$ cat src/rtl/csr_wb_pipe.sv
// CSR write-back pipe: a two-entry in-order buffer between EXE and WB that
// holds pending CSR results. Pending writes are forwarded to younger readers.
module csr_wb_pipe #(
  parameter int RSZ   = 32,
  parameter int DEPTH = 2
) (
  input  logic           clk_in,
  input  logic           reset_in,
  input  logic           flush,
  input  logic           exe_valid,
  output logic           exe_ready,
  input  logic           csr_wr,
  input  logic [11:0]    csr_addr,
  input  logic [RSZ-1:0] csr_wr_data,
  input  logic [RSZ-1:0] nxt_csr_rd_data,
  input  logic           ill_csr_access,
  output logic           wb_valid,
  input  logic           wb_ready,
  output logic           wb_csr_wr,
  output logic [11:0]    wb_csr_addr,
  output logic [RSZ-1:0] wb_csr_wr_data,
  output logic           wb_ill_csr_access,
  input  logic [11:0]    fwd_addr,
  output logic           fwd_hit,
  output logic [RSZ-1:0] fwd_data,
  output logic [1:0]     pend_cnt
);

  typedef struct packed {
    logic           wr;
    logic [11:0]    addr;
    logic [RSZ-1:0] wdata;
    logic [RSZ-1:0] nxt;
    logic           ill;
  } entry_t;

  entry_t     mem [2];
  logic       wr_ptr;
  logic       rd_ptr;
  logic [1:0] cnt;
  logic       push;
  logic       pop;
  logic [1:0] occ;
  logic [1:0] cand;
  logic       young;
  logic       old;
  entry_t     head;

  assign exe_ready = (cnt < 2'(DEPTH)) && !flush;
  assign wb_valid  = (cnt != 2'd0);
  assign push      = exe_valid && exe_ready;
  assign pop       = wb_valid && wb_ready;
  assign pend_cnt  = cnt;

  // Pointer and occupancy bookkeeping; flush drops everything, even a same-cycle push.
  always_ff @(posedge clk_in or posedge reset_in) begin
    if (reset_in) begin
      wr_ptr <= 1'b0;
      rd_ptr <= 1'b0;
      cnt    <= 2'd0;
    end else if (flush) begin
      wr_ptr <= 1'b0;
      rd_ptr <= 1'b0;
      cnt    <= 2'd0;
    end else begin
      if (push) wr_ptr <= ~wr_ptr;
      if (pop)  rd_ptr <= ~rd_ptr;
      case ({push, pop})
        2'b10:   cnt <= cnt + 2'd1;
        2'b01:   cnt <= cnt - 2'd1;
        default: cnt <= cnt;
      endcase
    end
  end

  // Entry storage, written at the tail on an accepted push.
  always_ff @(posedge clk_in or posedge reset_in) begin
    if (reset_in) begin
      mem[0] <= '0;
      mem[1] <= '0;
    end else if (push) begin
      mem[wr_ptr] <= '{wr: csr_wr, addr: csr_addr, wdata: csr_wr_data,
                       nxt: nxt_csr_rd_data, ill: ill_csr_access};
    end
  end

  // Head presentation; fields read as zero whenever the buffer is empty.
  always_comb begin
    head              = mem[rd_ptr];
    wb_csr_wr         = wb_valid & head.wr;
    wb_csr_addr       = {12{wb_valid}} & head.addr;
    wb_csr_wr_data    = {RSZ{wb_valid}} & head.wdata;
    wb_ill_csr_access = wb_valid & head.ill;
  end

  // Forwarding from buffered legal writes only; the younger match wins.
  always_comb begin
    occ[0]   = (cnt == 2'd2) || ((cnt == 2'd1) && (rd_ptr == 1'b0));
    occ[1]   = (cnt == 2'd2) || ((cnt == 2'd1) && (rd_ptr == 1'b1));
    cand[0]  = occ[0] && mem[0].wr && !mem[0].ill && (mem[0].addr == fwd_addr);
    cand[1]  = occ[1] && mem[1].wr && !mem[1].ill && (mem[1].addr == fwd_addr);
    old      = rd_ptr;
    young    = rd_ptr ^ (cnt == 2'd2);
    fwd_hit  = |cand;
    fwd_data = '0;
    if (cand[young])    fwd_data = mem[young].nxt;
    else if (cand[old]) fwd_data = mem[old].nxt;
  end

endmodule

$ cat config.mk
export PLATFORM = sky130hd
export DESIGN_NAME = csr_wb_pipe
export DESIGN_NICKNAME = d
export VERILOG_FILES = /design/src/rtl/csr_wb_pipe.sv
export SDC_FILE = /design/constraint.sdc
export NUM_CORES = 1
export LEC_CHECK = 0
export CAP_MARGIN = 15
export CORE_ASPECT_RATIO = 1.2
export CORE_UTILIZATION = 47
export CTS_BUF_LIST = sky130_fd_sc_hd__clkbuf_8
export CTS_CLUSTER_SIZE = 25
export DETAILED_ROUTE_END_ITERATION = 10
export PLACE_DENSITY_LB_ADDON = 0.08
export SYNTH_ARGS = -nofsm -noshare
export SYNTH_HDL_FRONTEND = slang
export SYNTH_SLANG_ARGS = --single-unit
$ cat constraint.sdc
create_clock -name clk_in -period 4.9 [get_ports clk_in]
set_input_delay 0.98 -clock clk_in [delete_from_list [all_inputs] [get_ports clk_in]]
set_output_delay 0.98 -clock clk_in [all_outputs]
set_load 0.03 [all_outputs]
==> summary.txt, run 1 <==
Global routing
  – GR Util All Layers: 0.228
  – Grt ovf: 0
  – Initial antenna violation count: 0
  – Vias in the first global route: 5,993
  – First-pass GRT wire length: 29,800 µm
  – Largest net degree at the start of global routing: 99

Timing
  – Max Clk Rate: 209 MHz
  – Slew headroom: 0.273
  – Final setup viols: 0
  – Fin. Hold Viols: 0
  – Fin. max-slew vios: 0
  – Setup TNS: 0 ns
  – Worst setup margin: 0.121 ns
  – Tcrit/Tclk final: 0.975
  – Clock skew: 0.00806 ns
  – Tmin final: 4.78 ns
  – Worst Tran Pin Value: 1.09 ns
  – Fin Hold WS: 0.508 ns
  – RSZ-0062 raised after global routing: false

Clocking
  – Clk Latency, worst-skew pair: 0.45 ns
  – CTS Sinks: 160
  – Worst-path clk slew: 0.07 ns
  – H-Tree Depth: 4
  – Clk buf depth: 2
  – Hold buffers post-CTS: 0
  – Clk root buf: clkbuf_8
  – CTS tree: done
  – Inserted Clock Buffers: 17

Synth
  – Post-synth design cell area: 7640 µm²
  – Yosys cell types: 29
  – Register area share after synthesis: 0.524
  – Yosys warning total: 0
  – Synth Register Bits: 160
  – Synthesized instance count: 619
  – Post-Syn Nets: 717
  – Avg Inst Size Synth: 12.4 µm²

Setup path
  – CP Class: primary input to primary output
  – Worst EP arrival: 3.80 ns
  – Startpoint Class: primary input
  – Crit path required time: 3.92 ns
  – Worst setup EP type: primary output
  – CP Max Fanout: 8

Finish
  – Layout cells sized above 1: 0.263
  – Layout area overhead: 31.7%
  – Final non-filler cell area: 10,100 µm²
  – Fill cells: 1,272
  – Ant. Diodes: 0
  – Nets: 878

Floorplanning
  – Starting density of the core: 0.485
  – Row Count: 50
  – DIE HEIGHT: 142 µm
  – Chip width: 118 µm
  – I/O Pins: 178
  – Core area: 15,800 µm²
  – Die ar.: 16,800 µm²

Power and ir drop
  – Maximum VDD drop: 0.000361 V
  – Total power: 5.90 mW
  – Pleak: 4.18 nW
  – PwrDens: 586 nW/µm²

Detailed routing
  – DR iter-0 viols: 202
  – Post-DRT Antenna Nets: 0
  – Vias: 5,529
  – DRC: 0
  – WL per Instance: 18.5 µm
  – Drt pass-1 iters: 4
  – Number of vias per cell: 5.53
  – Final WL: 18,500 µm

Outcome
  – Status: completed

Placed design
  – Gp weighted congestion: 0.818
  – DPL Wire Length: 12,000 µm
  – Port bufs: 177
  – Pre-CTS setup slack: 0.0393 ns
  – Area after DPL: 9630 µm²

Job
  – Max-Cap Viols: 0

Worst hold path
  – Hold WC Path Type: flip-flop to flip-flop
stage by stage:
stage                     utilization  std cells
final                           0.638       1000
after global routing            0.638       1000
after CTS                       0.635        999
after detailed placement        0.611        968
after global placement          0.611        968
after floorplan                     -        619
final timing paths:
check	start	slack, ns	to	cells after the start
max in group asynchronous	reset_in	2.83	mem[96]	3
worst max-delay path	fwd_addr[11]	0.12	fwd_data[25]	8
worst min register to register	mem[5]	0.51	mem[5]	1
min in group asynchronous	reset_in	1.05	mem[152]	2
worst min-delay path	mem[5]	0.51	mem[5]	1
worst max register to register	pend_cnt[1]	2.59	pend_cnt[1]	4
state kept, by name (all words and copies together) (netlist names):
name      count
mem         156
old           1
pend_cnt      2
wr_ptr        1
power breakdown:
part	switching [mW]	total (mW)	leakage [nW]	internal [mW]
clock	0.465	0.950	0.198	0.485
sequential	0.401	2.37	1.91	1.97
combinational	1.30	2.57	2.07	1.27
Yosys cell counts:
master     instances  area [µm²]
dfrtp_1          160        4000
mux2_2           155        1750
nor2_1            52         195
mux2i_1           46         460
nand2_1           34         128
o32ai_1           32         280
clkbuf_1          31         116
nand3_1           31         155
xnor2_1           25         219
buf_2              9        45.0
buf_1              6        22.5
inv_1              6        22.5
nand4_1            4        25.0
nor2b_1            4        25.0
buf_4              3        22.5
ha_1               3        37.5
xor2_1             3        26.3
nand2b_1           2        12.5
nand3b_1           2        15.0
or4_1              2        15.0
a2111oi_0          1        8.76
a21oi_1            1        5.00
and2_0             1        6.26
and3_1             1        6.26
nor3_1             1        5.00
nor4_4             1        21.3
o2111ai_1          1        8.76
o21ai_0            1        5.00
or2_2              1        6.26
layout make-up:
type	instances	area, µm²	share of cell area
flip-flops and latches	160	4010	0.398
multi-input cells	404	3430	0.341
repair buffers	191	1950	0.194
clock buffers	20	275	0.0273
well taps	208	260	0.0259
clock inverters	11	115	0.0114
inverters	6	26.3	0.00261
layout by cell type, fill, tap and decap left out, types with 2 or more instances in the layout:
| cell type | count |
|---|---|
| nand3_1 | 31 |
| o32ai_1 | 32 |
| clkbuf_8 | 20 |
| or4_1 | 2 |
| nor2_1 | 50 |
| inv_1 | 6 |
| dlymetal6s2s_1 | 10 |
| nand3b_1 | 2 |
| clkinvlp_4 | 4 |
| clkdlybuf4s50_1 | 166 |
| xor2_1 | 3 |
| ha_1 | 2 |
| dfrtp_1 | 159 |
| bufinv_16 | 2 |
| nand2_1 | 34 |
| nor2b_1 | 4 |
| buf_4 | 10 |
| clkinv_2 | 4 |
| xnor2_1 | 25 |
| nand4_1 | 4 |
| buf_12 | 4 |
| nand2b_1 | 2 |
| mux2i_1 | 46 |
| mux2_2 | 155 |
repair_timing:
| action | in CTS | in global routing |
|---|---|---|
| resized for setup | 0 | 11 |
| setup buffers | 0 | 0 |
| setup endpoints to repair | 0 | 25 |
metal layers:
metal | track usage | wire length [µm]
met5 | 0 | 0
met4 | 0.0919 | 277
met3 | 0.0494 | 834
met2 | 0.407 | 9670
met1 | 0.266 | 7690
cell families (layout without fill, tap and decap cells):
kind of cell	after synthesis	count (layout)	share of synthesized area
DFF	160	160	0.524
adders and majority gates	3	3	0.00491
AOI/OAI and AO/OA	36	36	0.0403
and+or+nand+nor	136	136	0.0805
buffers and inverters	55	228	0.0299
muxes	201	201	0.289
xor gates and xnor gates	28	28	0.0321
worst max-delay path, stage by stage:
cell and delay (ns):
clkdlybuf4s50_1 0.47, xor2_1 0.19, or4_1 0.53, nor4_4 0.35
buf_4 0.24, nand3_1 0.09, o32ai_1 0.21, clkdlybuf4s50_1 0.75
Power figures use the tool's default switching activity.
==> run 2, diff against run 1 <==
Settings changed: CORE_UTILIZATION 47 to 40.
Clock period 4.9 ns to 4.1 ns, I/O delays scaled along.
==> run 2 against run 1 <==
  * Utilization fell by 9.6 points
  * Combinational power is 22% higher
  * Critical path type unchanged
  * Via count down 0.51%
  * Setup slack got worse by 0.031 ns
  * Global-route usage down 1.8 points
  * Final cell count up 6.1%
  * Count of clock-buffer cells in the layout is the same
  * Power is 22% higher
==> summary.txt, run 2 (synthesis results as in run 1) <==
Outcome
  – Status: completed

Clocking
  – CTS tree: done
  – H-Tree Depth: 4 (unchanged)
  – CTS Sinks: 160 (unchanged)
  – Clk root buf: clkbuf_8
  – Clk buf depth: 2 (unchanged)
  – Inserted Clock Buffers: 17 (unchanged)
  – Worst-path clk slew: 0.07 ns (about the same)
  – Clk Latency, worst-skew pair: 0.45 ns (about the same)

Setup path
  – Critical path origin: fwd_addr[11]
  – Crit path required time: 3.28 ns (-0.64 ns)
  – CP Cell Sequence: clkdlybuf4s50_1 > xor2_1 > or4_4 > nor4_4 > buf_4 > buf_12 > nand3_1 > o32ai_1 > buf_4
  – Most used cell, CP: buf_4
  – Crit Reg-Reg Startpoint: pend_cnt[1]
  – Largest stage delay, worst path: 0.50 ns (-0.25 ns)
  – Critical Path Slowest Stage Cell: or4_4
  – CP Max Fanout: 15 (+7)
  – CP Class: primary input to primary output
  – Worst EP arrival: 3.19 ns (-0.61 ns)
  – Startpoint Class: primary input
  – Worst setup EP type: primary output

Detailed routing
  – Final WL: 19,800 µm (+6.9%)
  – Post-DRT Antenna Nets: 0 (unchanged)
  – DR iter-0 viols: 227 (+12%)
  – Vias: 5,501 (-0.51%)
  – Number of vias per cell: 5.18 (-6.2%)
  – DRC: 0 (unchanged)
  – Drt pass-1 iters: 4 (unchanged)
  – WL per Instance: 18.6 µm (+0.79%)

Global routing
  – Initial antenna violation count: 0 (unchanged)
  – GR Util All Layers: 0.209 (-0.0181)
  – Vias in the first global route: 5,896 (-1.6%)
  – Grt ovf: 0 (unchanged)
  – First-pass GRT wire length: 31,500 µm (+5.8%)
  – Largest net degree at the start of global routing: 80 (-19%)

Timing
  – Fin. Hold Viols: 0 (unchanged)
  – Worst setup margin: 0.0904 ns (-0.0310 ns)
  – Slew headroom: 0.493 (+0.219)
  – Tmin final: 4.01 ns
  – Fin Hold WS: 0.510 ns (+0.00129 ns)
  – Clock skew: 0.00744 ns (-0.000619 ns)
  – Max Clk Rate: 249 MHz
  – Fin. max-slew vios: 0 (unchanged)
  – Worst Tran Pin Value: 0.761 ns (-0.329 ns)
  – Setup TNS: 0 ns (unchanged)
  – Tcrit/Tclk final: 0.978
  – Final setup viols: 0 (unchanged)

Power and ir drop
  – Sw Pwr: 2.65 mW (+22%)
  – Total power: 7.21 mW (+22%)
  – Internal: 4.56 mW (+22%)
  – Maximum VDD drop: 0.000386 V (+6.9%)
  – PwrDens: 707 nW/µm² (+21%)
  – Pleak: 4.14 nW (-0.88%)
  – Sequential Power Share: 0.392 (-0.010)
  – Clk pwr share: 0.172 (+0.011)
  – Switch share: 0.368 (about the same)
  – Logic gate share of total power: 0.436 (about the same)

Floorplanning
  – Die ar.: 19,700 µm² (+17%)
  – Row Count: 55 (+10%)
  – DIE HEIGHT: 153 µm (+8.3%)
  – I/O Pins: 178 (unchanged)
  – Starting density of the core: 0.407 (-0.0780)
  – Chip width: 128 µm (+8.3%)
  – Core area: 18,800 µm² (+19%)

Placed design
  – Gp weighted congestion: 0.847 (+3.5%)
  – DPL Wire Length: 13,100 µm (+8.5%)
  – Pre-CTS setup slack: -0.126 ns (-0.165 ns)
  – Port bufs: 177 (unchanged)
  – Area after DPL: 9670 µm² (+0.44%)

Job
  – Max-Cap Viols: 0 (unchanged)

Finish
  – Commonest non-fill, non-tap cells in the layout: 159 x dfrtp_1, 155 x mux2_2, 144 x clkdlybuf4s50_1
  – Nets: 890 (+1.4%)
  – Most common cell after layout, fill and taps aside: dfrtp_1
  – Fill cells: 1,681 (+32%)
  – Layout cells sized above 1: 0.320 (+0.0579)
  – Ant. Diodes: 0 (unchanged)
  – Final non-filler cell area: 10,200 µm² (+1.3%)
  – Top reg by flops: mem
  – Largest register FFs: 156 (unchanged)
  – Layout area overhead: 33.4%

Worst hold path
  – Hold WC Path Type: flip-flop to flip-flop
  – Hold Crit Start: mem[98]
run 2: cell types whose count changed in the layout (fill, tap and decap cells not counted), moves of 2 or more:
cell             delta
buf_4              +40
clkdlybuf4s50_1    -22
dlymetal6s2s_1     -10
clkinv_2            -2
clkinv_4            +2
o32ai_1             -2
o32ai_2             +2
or4_1               -2
or4_4               +2
run 2: repair_timing:
item,CTS,global route
pin swaps,1,1
endpoints found under the hold margin,0,0
resized for setup,6,15
cloned,0,1
hold buffers,0,0
setup buffers,0,3
setup endpoints to repair,32,29
run 2: worst max-delay path, delay by kind of cell:
family | cells | cell delay (ns)
buffers and inverters | 4 | 1.02
and+or+nand+nor | 3 | 0.95
AOI/OAI and AO/OA | 1 | 0.21
xor gates and xnor gates | 1 | 0.18
run 2: per-layer routing:
layer / vias to the layer above / GRT usage / share of wire
li1: 2540 / - / -
met1: 2774 / 0.258 / 0.41
met2: 163 / 0.354 / 0.51
met3: 24 / 0.0532 / 0.063
met4: 0 / 0.0717 / 0.017
met5: - / 0 / 0
run 2: path summary, 6_finish.rpt:
path	to	slack, ns	depth (start not counted)
worst min-delay path	mem[98]	0.51	1
max in group asynchronous	mem[21]	2.13	4
worst max-delay path	fwd_data[3]	0.09	9
worst min register to register	mem[98]	0.51	1
worst max register to register	mem[14]	1.97	4
min in group asynchronous	mem[66]	0.84	2
run 2: power by group through the flow:
stage               Clock (mW)  Sequential (mW)  Combinational (mW)
finish                    1.24             2.83                3.14
global route              1.36             2.94                3.38
CTS                       1.28             2.83                3.17
detailed placement           0             2.86                3.16
global placement             0             2.81                3.11
floorplan                    0             2.72                2.15
run 2: cell type report:
type,instances,area [µm²],area share
clock buffers,20,275,0.0270
clock inverters,12,158,0.0155
inverters,6,26.3,0.00258
multi-input cells,404,3460,0.339
flip-flops and latches,160,4010,0.393
well taps,256,320,0.0314
repair buffers,203,1960,0.192
run 2: through the flow:
step	utilization	cells
after floorplan	-	619
after global placement	0.515	1025
after detailed placement	0.515	1025
after CTS	0.538	1057
after global routing	0.543	1061
final	0.543	1061
==> run 3, diff against run 2 <==
Settings changed: ABC_CLOCK_PERIOD_IN_PS from default to 3500, CTS_CLUSTER_SIZE 25 to 8.
Clock period 4.1 ns to 3.5 ns, I/O delays scaled along.
==> run 3 against run 2 <==
  * Global-route usage grew 1.1 points
  * Sequential share of layout area fell by 2.5 points
  * Critical path type unchanged
  * Wire length up 7.9%
  * Combinational power is 23% higher
  * Count of clock-buffer cells in the layout shrank 1
==> summary.txt, run 3 (synthesis results as in run 1) <==
Timing
  – Setup TNS: 0 ns (unchanged)
  – Clock skew: 0.0113 ns (+0.00388 ns)
  – Tmin final: 3.47 ns
  – RSZ-0062 raised after global routing: true
  – Fin Hold WS: 0.509 ns (-0.00120 ns)
  – Slew headroom: 0.466 (-0.0264)
  – Worst setup margin: 0.0265 ns (-0.0640 ns)
  – Fin. max-slew vios: 0 (unchanged)
  – Max Clk Rate: 288 MHz
  – Worst Tran Pin Value: 0.801 ns (+0.0396 ns)
  – Fin. Hold Viols: 0 (unchanged)
  – Tcrit/Tclk final: 0.992
  – Final setup viols: 0 (unchanged)

Placed design
  – Port bufs: 177 (unchanged)
  – DPL Wire Length: 13,300 µm (+1.8%)
  – Pre-CTS setup slack: -0.540 ns (-0.414 ns)
  – Gp weighted congestion: 0.852 (+0.57%)
  – Area after DPL: 9780 µm² (+1.2%)
  – Dpl cells: 1,039 (+1.4%)

Clocking
  – Inserted Clock Buffers: 17 (unchanged)
  – Clk buf depth: 2 (unchanged)
  – Clk root buf: clkbuf_8
  – CTS Sinks: 160 (unchanged)
  – Hold buffers post-CTS: 0 (unchanged)
  – CTS tree: done
  – H-Tree Depth: 4 (unchanged)
  – Worst-path clk slew: 0.08 ns (about the same)
  – Clk Latency, worst-skew pair: 0.45 ns (about the same)

Setup path
  – Worst setup EP type: primary output
  – Startpoint Class: primary input
  – Top delay family on crit path: simple AND/OR/NAND/NOR gates
  – Crit path buf inv count: 4 (unchanged)
  – CP Cell Sequence: dlygate4sd2_1 > xor2_1 > or4_4 > nor4_4 > buf_6 > and2_4 > clkbuf_16 > o32ai_2 > buf_4
  – CP Class: primary input to primary output
  – CP Max Fanout: 7 (-8)
  – Largest stage delay, worst path: 0.53 ns (+0.03 ns)
  – Critical Path Slowest Stage Cell: or4_4
  – Crit path required time: 2.80 ns (-0.48 ns)
  – Worst EP arrival: 2.77 ns (-0.42 ns)

Finish
  – Ant. Diodes: 0 (unchanged)
  – Finished Core Util: 0.580 (+0.0375)
  – Non-Filler Instances: 1,091 (+2.8%)
  – Top reg by flops: mem
  – Nets: 920 (+3.4%)
  – Commonest non-fill, non-tap cells in the layout: 158 x dfrtp_1, 155 x mux2_2, 132 x clkdlybuf4s50_1
  – Layout cells sized above 1: 0.390 (+0.0699)
  – Largest register FFs: 156 (unchanged)
  – Final non-filler cell area: 10,900 µm² (+6.9%)
  – Most common cell after layout, fill and taps aside: dfrtp_1
  – Layout area overhead: 42.6%

Floorplanning
  – Starting density of the core: 0.407 (unchanged)
  – DIE HEIGHT: 153 µm (unchanged)
  – Row Count: 55 (unchanged)
  – Core area: 18,800 µm² (unchanged)
  – Die ar.: 19,700 µm² (unchanged)
  – I/O Pins: 178 (unchanged)
  – Chip width: 128 µm (unchanged)

Detailed routing
  – Final WL: 21,300 µm (+7.9%)
  – Number of vias per cell: 5.24 (+1.1%)
  – DR iter-0 viols: 231 (+1.8%)
  – Drt pass-1 iters: 6 (+2)
  – Post-DRT Antenna Nets: 0 (unchanged)
  – Vias: 5,719 (+4.0%)
  – DRC: 0 (unchanged)
  – WL per Instance: 19.5 µm (+4.9%)

Global routing
  – First-pass GRT wire length: 33,300 µm (+5.6%)
  – Largest net degree at the start of global routing: 57 (-29%)
  – GR Util All Layers: 0.220 (+0.0106)
  – Vias in the first global route: 6,215 (+5.4%)
  – Initial antenna violation count: 0 (unchanged)
  – Grt ovf: 0 (unchanged)

Outcome
  – Status: completed

Power and ir drop
  – Pleak: 4.53 nW (+9.2%)
  – PwrDens: 789 nW/µm² (+12%)
  – Maximum VDD drop: 0.000476 V (+23%)
  – Total power: 8.60 mW (+19%)

Worst hold path
  – Hold WC Path Type: flip-flop to flip-flop

Job
  – Max-Cap Viols: 0 (unchanged)
## run 3: cell types whose count changed in the layout (fill, tap and decap cells not counted), moves of 5 or more
cell / change
o32ai_1: -23
dlymetal6s2s_1: +9
o32ai_2: +21
clkdlybuf4s50_1: -12
buf_4: +15
buf_12: +5
## run 3: power breakdown
group	total, mW	internal [mW]	switching [mW]
logic	3.85	1.89	1.96
registers	3.31	2.76	0.550
clock network	1.44	0.745	0.698
## run 3: repair_timing
item / in CTS / in global routing
gates resized for setup: 64 / 31
endpoints found under the setup margin: 33 / 37
pin swaps: 4 / 21
cloned: 3 / 6
buffers inserted: 8 / 5
## run 3: worst reg2reg max path, cell delays in order, from the launching register on
cell,delay [ns]
dfrtp_1,0.41
buf_4,0.14
buf_4,0.14
nor2_1,0.19
nand2_1,0.12
nor2_4,0.34
buf_12,0.32
mux2_2,0.44
## run 3: worst paths after layout
path,from,to,slack [ns],cells past startpoint
max,fwd_addr[3],fwd_data[9],0.03,9
min,mem[113],mem[113],0.51,1
max reg2reg,pend_cnt[1],mem[96],1.29,7
min reg2reg,mem[113],mem[113],0.51,1
max in group asynchronous,reset_in,old,2.12,3
min in group asynchronous,reset_in,mem[92],0.82,3
## run 3: cell type report
type                       instances  area, µm²
fill                            1548       7880
clock inverter                    13        163
multi-input combinational        404       3730
sequential                       160       4010
timing repair buffer             233       2390
tap                              256        320
clock buffer                      19        262
inverter                           6       26.3
## run 3: routing by layer
layer,part of all wire,global-route usage,vias to the layer above
met2,0.52,0.386,162
met1,0.41,0.265,2919
met3,0.053,0.0532,26
li1,-,-,2612
met5,0,0,-
met4,0.018,0.0627,0
